[src/rtl/button_event_if.sv]
// Button event interface: debounced level and tick strobe in, event strobes
// and held level out. The master side drives btn_i/tick_i; the slave side
// (button_event) drives the registered outputs.
interface button_event_if;
  logic tick_i;
  logic btn_i;
  logic press_o;
  logic release_o;
  logic long_press_o;
  logic repeat_o;
  logic held_o;

  modport master (
    output tick_i,
    output btn_i,
    input  press_o,
    input  release_o,
    input  long_press_o,
    input  repeat_o,
    input  held_o
  );

  modport slave (
    input  tick_i,
    input  btn_i,
    output press_o,
    output release_o,
    output long_press_o,
    output repeat_o,
    output held_o
  );
endinterface

[src/rtl/button_event.sv]
// button_event: turns a debounced button level into single-cycle press,
// release, long-press and (optionally) auto-repeat strobes plus a held level.
// Hold timing is counted in tick strobes, not clk cycles.
// Optional feature macro: BUTTON_EVENT_AUTO_REPEAT_EN enables repeat pulses
// every REPEAT_TICKS while in the long-hold state; without it repeat_o is 0.
module button_event #(
  parameter int CNT_W        = 10,
  parameter int LONG_TICKS   = 500,
  parameter int REPEAT_TICKS = 100
) (
  input logic           clk,
  input logic           rst_n,
  button_event_if.slave ev_if
);

  // Reject parameter sets the counter cannot represent.
  if ((LONG_TICKS < 1) || (REPEAT_TICKS < 1) ||
      ((2 ** CNT_W) <= LONG_TICKS) || ((2 ** CNT_W) <= REPEAT_TICKS)) begin : g_param_check
    $error("button_event: LONG_TICKS/REPEAT_TICKS out of range for CNT_W");
  end

  localparam logic [CNT_W-1:0] LONG_LAST = CNT_W'(LONG_TICKS - 1);
`ifdef BUTTON_EVENT_AUTO_REPEAT_EN
  localparam logic [CNT_W-1:0] REP_LAST  = CNT_W'(REPEAT_TICKS - 1);
`endif

  typedef enum logic [1:0] {
    IDLE    = 2'd0,
    PRESSED = 2'd1,
    LONG    = 2'd2
  } state_t;

  state_t           state_q, state_d;
  logic [CNT_W-1:0] cnt_q, cnt_d;
  logic             btn_q;
  logic             press_q, press_d;
  logic             release_q, release_d;
  logic             long_q, long_d;
  logic             repeat_q, repeat_d;
  logic             held_q, held_d;

  logic rise;
  logic fall;

  assign rise = ev_if.btn_i & ~btn_q;
  assign fall = ~ev_if.btn_i & btn_q;

  // Next state, tick counter and event strobes; fall takes priority over any tick.
  always_comb begin
    state_d   = state_q;
    cnt_d     = cnt_q;
    press_d   = 1'b0;
    release_d = 1'b0;
    long_d    = 1'b0;
    repeat_d  = 1'b0;

    case (state_q)
      IDLE: begin
        if (rise) begin
          press_d = 1'b1;
          cnt_d   = '0;
          state_d = PRESSED;
        end
      end

      PRESSED: begin
        if (fall) begin
          release_d = 1'b1;
          cnt_d     = '0;
          state_d   = IDLE;
        end else if (ev_if.tick_i) begin
          if (cnt_q == LONG_LAST) begin
            long_d  = 1'b1;
            cnt_d   = '0;
            state_d = LONG;
          end else begin
            cnt_d = cnt_q + CNT_W'(1);
          end
        end
      end

      LONG: begin
        if (fall) begin
          release_d = 1'b1;
          cnt_d     = '0;
          state_d   = IDLE;
        end else if (ev_if.tick_i) begin
`ifdef BUTTON_EVENT_AUTO_REPEAT_EN
          if (cnt_q == REP_LAST) begin
            repeat_d = 1'b1;
            cnt_d    = '0;
          end else begin
            cnt_d = cnt_q + CNT_W'(1);
          end
`else
          cnt_d = '0;
`endif
        end
      end

      default: begin
        cnt_d   = '0;
        state_d = IDLE;
      end
    endcase

    held_d = (state_d != IDLE);
  end

  // State, counter, edge-detect history and registered outputs.
  always_ff @(posedge clk) begin
    if (!rst_n) begin
      state_q   <= IDLE;
      cnt_q     <= '0;
      btn_q     <= 1'b0;
      press_q   <= 1'b0;
      release_q <= 1'b0;
      long_q    <= 1'b0;
      repeat_q  <= 1'b0;
      held_q    <= 1'b0;
    end else begin
      state_q   <= state_d;
      cnt_q     <= cnt_d;
      btn_q     <= ev_if.btn_i;
      press_q   <= press_d;
      release_q <= release_d;
      long_q    <= long_d;
      repeat_q  <= repeat_d;
      held_q    <= held_d;
    end
  end

  assign ev_if.press_o      = press_q;
  assign ev_if.release_o    = release_q;
  assign ev_if.long_press_o = long_q;
  assign ev_if.repeat_o     = repeat_q;
  assign ev_if.held_o       = held_q;

endmodule
[src/flat_wrapper.sv]
// flat-port wrapper written by rule: the top's interface ports become plain ports
module button_event_flat 
#(
  parameter int CNT_W        = 10,
  parameter int LONG_TICKS   = 500,
  parameter int REPEAT_TICKS = 100
)
  (clk, rst_n, ev_if_tick_i, ev_if_btn_i, ev_if_press_o, ev_if_release_o, ev_if_long_press_o, ev_if_repeat_o, ev_if_held_o);
  button_event_if ev_if_i ();
  input logic clk;
  input logic rst_n;
  input wire logic [$bits(ev_if_i.tick_i)-1:0] ev_if_tick_i;
  input wire logic [$bits(ev_if_i.btn_i)-1:0] ev_if_btn_i;
  output wire logic [$bits(ev_if_i.press_o)-1:0] ev_if_press_o;
  output wire logic [$bits(ev_if_i.release_o)-1:0] ev_if_release_o;
  output wire logic [$bits(ev_if_i.long_press_o)-1:0] ev_if_long_press_o;
  output wire logic [$bits(ev_if_i.repeat_o)-1:0] ev_if_repeat_o;
  output wire logic [$bits(ev_if_i.held_o)-1:0] ev_if_held_o;
  assign ev_if_i.tick_i = ev_if_tick_i;
  assign ev_if_i.btn_i = ev_if_btn_i;
  assign ev_if_press_o = ev_if_i.press_o;
  assign ev_if_release_o = ev_if_i.release_o;
  assign ev_if_long_press_o = ev_if_i.long_press_o;
  assign ev_if_repeat_o = ev_if_i.repeat_o;
  assign ev_if_held_o = ev_if_i.held_o;
  button_event #(.CNT_W(CNT_W), .LONG_TICKS(LONG_TICKS), .REPEAT_TICKS(REPEAT_TICKS)) u_core (.clk(clk), .rst_n(rst_n), .ev_if(ev_if_i));
endmodule
[config.mk]
export PLATFORM = sky130hd
export DESIGN_NAME = button_event_flat
export DESIGN_NICKNAME = d
export VERILOG_FILES = /design/src/rtl/button_event_if.sv /design/src/rtl/button_event.sv /design/src/flat_wrapper.sv
export SDC_FILE = /design/constraint.sdc
export NUM_CORES = 1
export LEC_CHECK = 0
export ABC_AREA = 1
export CAP_MARGIN = 10
export CORE_AREA = 5 5 47 49
export DETAILED_ROUTE_END_ITERATION = 10
export DIE_AREA = 0 0 52 54
export PLACE_DENSITY = 0.78
export SLEW_MARGIN = 20
export SYNTH_ARGS = -nofsm -noshare
export SYNTH_HDL_FRONTEND = slang
export SYNTH_SLANG_ARGS = --single-unit
[constraint.sdc]
create_clock -name clk -period 2.3 [get_ports clk]
set_input_delay 0.69 -clock clk [delete_from_list [all_inputs] [get_ports clk]]
set_output_delay 0.69 -clock clk [all_outputs]
set_load 0.005 [all_outputs]
==> results by stage <==
Outcome:
- The flow ran to the end, and the final reports show no timing, DRC or antenna violations.

Critical path:
- The worst setup path is of the in2reg kind.
- The highest net fanout along the worst path is 15.
- The critical path data required time is 2.53 ns.
- For the worst flop-to-flop path, the logic depth is 10.
- The critical path launch point type is an input port.
- In this run the critical register-to-register path is launched from u_core.state_q[1]$_SDFF_PN0_.
- At the worst endpoint, the arrival time is 2.12 ns.
- The capture point of the worst reg-to-reg path is u_core.cnt_q[3]$_SDFFE_PN0P_.
- On the critical path the largest part of the delay comes from simple AND/OR/NAND/NOR gates.
- The count of buffer and inverter cells on the critical path is 2.
- Counting stages on the worst path, the most repeated cell is sky130_fd_sc_hd__nand2_2.
- The largest stage delay on the critical path is 0.52 ns.
- The slowest cell on the critical path is sky130_fd_sc_hd__clkdlybuf4s50_1.
- Walking the worst path, the cells encountered are clkdlybuf4s50_1 > inv_1 > nand2_1 > nand2_2 > nand2_2 > nand2_4 > nand2_1 > nand2_2 > nor3_2.
- The nature of the critical path endpoint is a register.
- The worst register-to-register path has a setup slack of 0.68 ns.

Finish:
- The area added between synthesis and finish is 11.1%.
- The number of nets in the layout is ~160.
- The number of antenna diodes in the final layout is 0.
- The layout has around 180 filler cells.
- The share of post-route cells with drive strength above 1 is 10.9%.
- The most common cell after layout, fill and taps aside is sky130_fd_sc_hd__nand2_1.
- In the layout the commonest cells are sky130_fd_sc_hd__nand2_1, sky130_fd_sc_hd__nor2_1, sky130_fd_sc_hd__inv_1, sky130_fd_sc_hd__dfxtp_1, sky130_fd_sc_hd__nand3_1.

Floorplanning:
- The die area is roughly 2800 um^2.
- For this configuration, the core starts out at a cell density of 52.5%.
- The vertical die dimension is 54 um.
- The total number of placement rows is 16.
- For this design the top-level I/O count stands at 9.
- The width of the chip is 52 um.
- The area of the core is 1820 um^2.

Logic synthesis:
- The cell count after synthesis is ~140.
- The area share of the largest cell type after synthesis is 35.6%.
- The cell area after synthesis is 957 um^2.
- By area the synthesized netlist is led by sky130_fd_sc_hd__dfxtp_1, sky130_fd_sc_hd__nand2_1, sky130_fd_sc_hd__nor2_1.
- The number of nets handed over by synthesis was 148.
- The share of the Yosys chip area taken by registers is a little over a third.
- The Yosys step of the flow raised 0 warnings.
- In this run, synthesis produced a sequential element count of 17.
- The distinct cell type count of the synthesized netlist is 24.
- The synthesized area per cell is 6.89 um^2.
- The cell type with the largest total area after synthesis is sky130_fd_sc_hd__dfxtp_1.

Clock network:
- Post-CTS repair changed the size of 0 cells.
- CTS built an H-tree with a depth of 1.
- TritonCTS built the clock tree.
- The later pin in the worst-skew pair is clocked with a latency of about 0.30 ns.
- The maximum buffer depth of the clock tree is 2.
- The clock-pin slew reported for the worst setup and hold paths after clock tree synthesis is ~0.090 ns.
- Clock tree synthesis inserted a total of 3 buffers.
- The tree is rooted in a sky130_fd_sc_hd__clkbuf_4.
- For this design, the CTS-stage hold fixing added 0 buffers.
- The clock net in this run drives a total of 17 sinks.
- The total setup buffers inserted after CTS is 0.

STA:
- The routed design could run at a clock period as short as about 1.9 ns.
- The number of hold-slack violations in the final timing report came to 0.
- The number of pins with negative max-slew slack in the final report was 0.
- Dividing the final minimum period by the clock period gives 82.4%.
- For this run, the top clock speed supported by timing is 528 MHz.
- Setup repair after global routing left no endpoint under its margin.
- The worst-case clock skew is 0.00603 ns.
- Setup violations remaining at the end of the flow were counted as 0.
- After routing, the total negative slack on setup checks comes to 0 ns.

Job:
- Max-cap violations in this run came to 0.

Power and ir drop:
- The power per unit of standard cell area is 533 nW/um^2.
- The leakage power of the design is 0.000466 uW.
- IR analysis of the VDD net gives a maximum drop of roughly 0.39 mV.
- Total power for the finished layout comes to 566 uW.

Detailed routing:
- The detail-routed net length per standard cell is 9.72 um.
- The number of iterations in the first detailed-routing pass is 4.
- The number of DRC violations after detailed-routing iteration 0 is 17.
- The antenna violation net count after detailed routing is 0.
- The per-cell via count in the routed design is between 4 and 5.
- The number of remaining DRC errors is 0.
- The number of vias in the routed layout is 793.
- The total wire length is 1690 um.

Place:
- In this run the tool buffered the top-level ports with 7 buffer cells.
- The placer congestion estimate is 0.844.
- Once detailed placement completed, the half-perimeter wirelength came to approximately 1300 um.

Global route:
- The global-route wire length before repair is 3040 um.
- The via count of the first global-routing pass came to 767.
- The total routing usage reported by global routing is 14.9%.
- The number of antenna violations at the first check in global routing is 0.
- The total overflow left after global routing is 0.
- The maximum number of pins on one net before global-route repair is 16.

Hold path:
- The worst hold path terminates at u_core.cnt_q[0]$_SDFFE_PN0P_.
- In this run the most critical hold path is launched from u_core.cnt_q[0]$_SDFFE_PN0P_.
- The worst hold path passes through 2 cells.
- The kind of path behind the tightest hold check is reg2reg.
logic make-up (layout without fill, tap and decap cells):
group	Yosys count	after routing	share of synthesized area [%]
and+or+nand+nor	83	83	39.7
adders and majority gates	5	5	6.54
AOI/OAI and AO/OA	6	6	4.84
DFF	17	17	35.6
buffers and inverters	25	33	11.1
other	1	1	0.392
xor gates and xnor gates	2	2	1.83
layer usage:
layer	share of wire (%)	routed length (um)	track usage [%]
met5	0	0	0
met4	3.0	50	10.5
met3	1.9	32	2.49
met2	49	825	26.8
met1	46	784	15.9
stage by stage:
| step | worst slack, ns | area (um^2) | utilization (%) | cells | hold slack [ns] |
|---|---|---|---|---|---|
| after global placement | 0.193 | 1040 | 56.9 | 170 | 0.489 |
| final | 0.404 | 1060 | 58.4 | 174 | 0.509 |
| after detailed placement | 0.126 | 1040 | 56.9 | 170 | 0.502 |
| after global routing | 0.288 | 1060 | 58.4 | 174 | 0.529 |
| after floorplan | 0.844 | 957 | - | 139 | 0.469 |
| after CTS | 0.440 | 1060 | 58.4 | 174 | 0.515 |
cells in the mapped netlist:
cell and instances:
sky130_fd_sc_hd__nand2_1 37, sky130_fd_sc_hd__nor2_1 23, sky130_fd_sc_hd__inv_1 22, sky130_fd_sc_hd__dfxtp_1 17, sky130_fd_sc_hd__nand3_1 9, sky130_fd_sc_hd__ha_1 5
sky130_fd_sc_hd__nand2_2 5, sky130_fd_sc_hd__nand4_1 3, sky130_fd_sc_hd__nand2_4 2, sky130_fd_sc_hd__xor2_1 2, sky130_fd_sc_hd__a21o_2 1, sky130_fd_sc_hd__a21oi_1 1
sky130_fd_sc_hd__a21oi_2 1, sky130_fd_sc_hd__and3_1 1, sky130_fd_sc_hd__buf_2 1, sky130_fd_sc_hd__buf_4 1, sky130_fd_sc_hd__buf_6 1, sky130_fd_sc_hd__conb_1 1
sky130_fd_sc_hd__nand3_2 1, sky130_fd_sc_hd__nor2_4 1, sky130_fd_sc_hd__nor3_2 1, sky130_fd_sc_hd__o21ai_0 1, sky130_fd_sc_hd__o21bai_1 1, sky130_fd_sc_hd__o21bai_2 1
state kept, by name (all words and copies together), names as in the netlist:
| register | flops |
|---|---|
| u_core.ev_if.long_press_o | 1 |
| u_core.ev_if.release_o | 1 |
| u_core.cnt_q | 10 |
| u_core.btn_q | 1 |
| u_core.ev_if.press_o | 1 |
| u_core.state_q | 2 |
| u_core.ev_if.held_o | 1 |
layout make-up:
cell class,instances,area [um^2],share of cell area [%]
Clock buffer,4,26.3,2.47
Inverter,22,82.6,7.76
Multi-Input combinational cell,97,510,48.0
Sequential cell,17,340,32.0
Tap cell,27,33.8,3.18
Timing Repair Buffer,7,70.1,6.59
power by group:
part	switching, uW	internal (uW)
Clock	93.1	67.6
Combinational	60.9	33.5
Sequential	6.96	304
worst min-delay path, cell delays in order (launching register included):
cell and delay, ns:
sky130_fd_sc_hd__dfxtp_1 0.34, sky130_fd_sc_hd__nand2_1 0.08, sky130_fd_sc_hd__a21oi_2 0.04
how the worst max path moves through the flow:
stage,cells past startpoint,slack (ns),start,endpoint
after floorplan,10,0.84,ev_if_btn_i,u_core.cnt_q[5]$_SDFFE_PN0P_
after global placement,9,0.19,ev_if_btn_i,u_core.cnt_q[1]$_SDFFE_PN0P_
after detailed placement,9,0.13,ev_if_btn_i,u_core.cnt_q[1]$_SDFFE_PN0P_
after CTS,9,0.44,ev_if_btn_i,u_core.cnt_q[1]$_SDFFE_PN0P_
after global routing,9,0.29,ev_if_btn_i,u_core.cnt_q[1]$_SDFFE_PN0P_
final,9,0.40,ev_if_btn_i,u_core.cnt_q[1]$_SDFFE_PN0P_
Power figures use the tool's default switching activity.
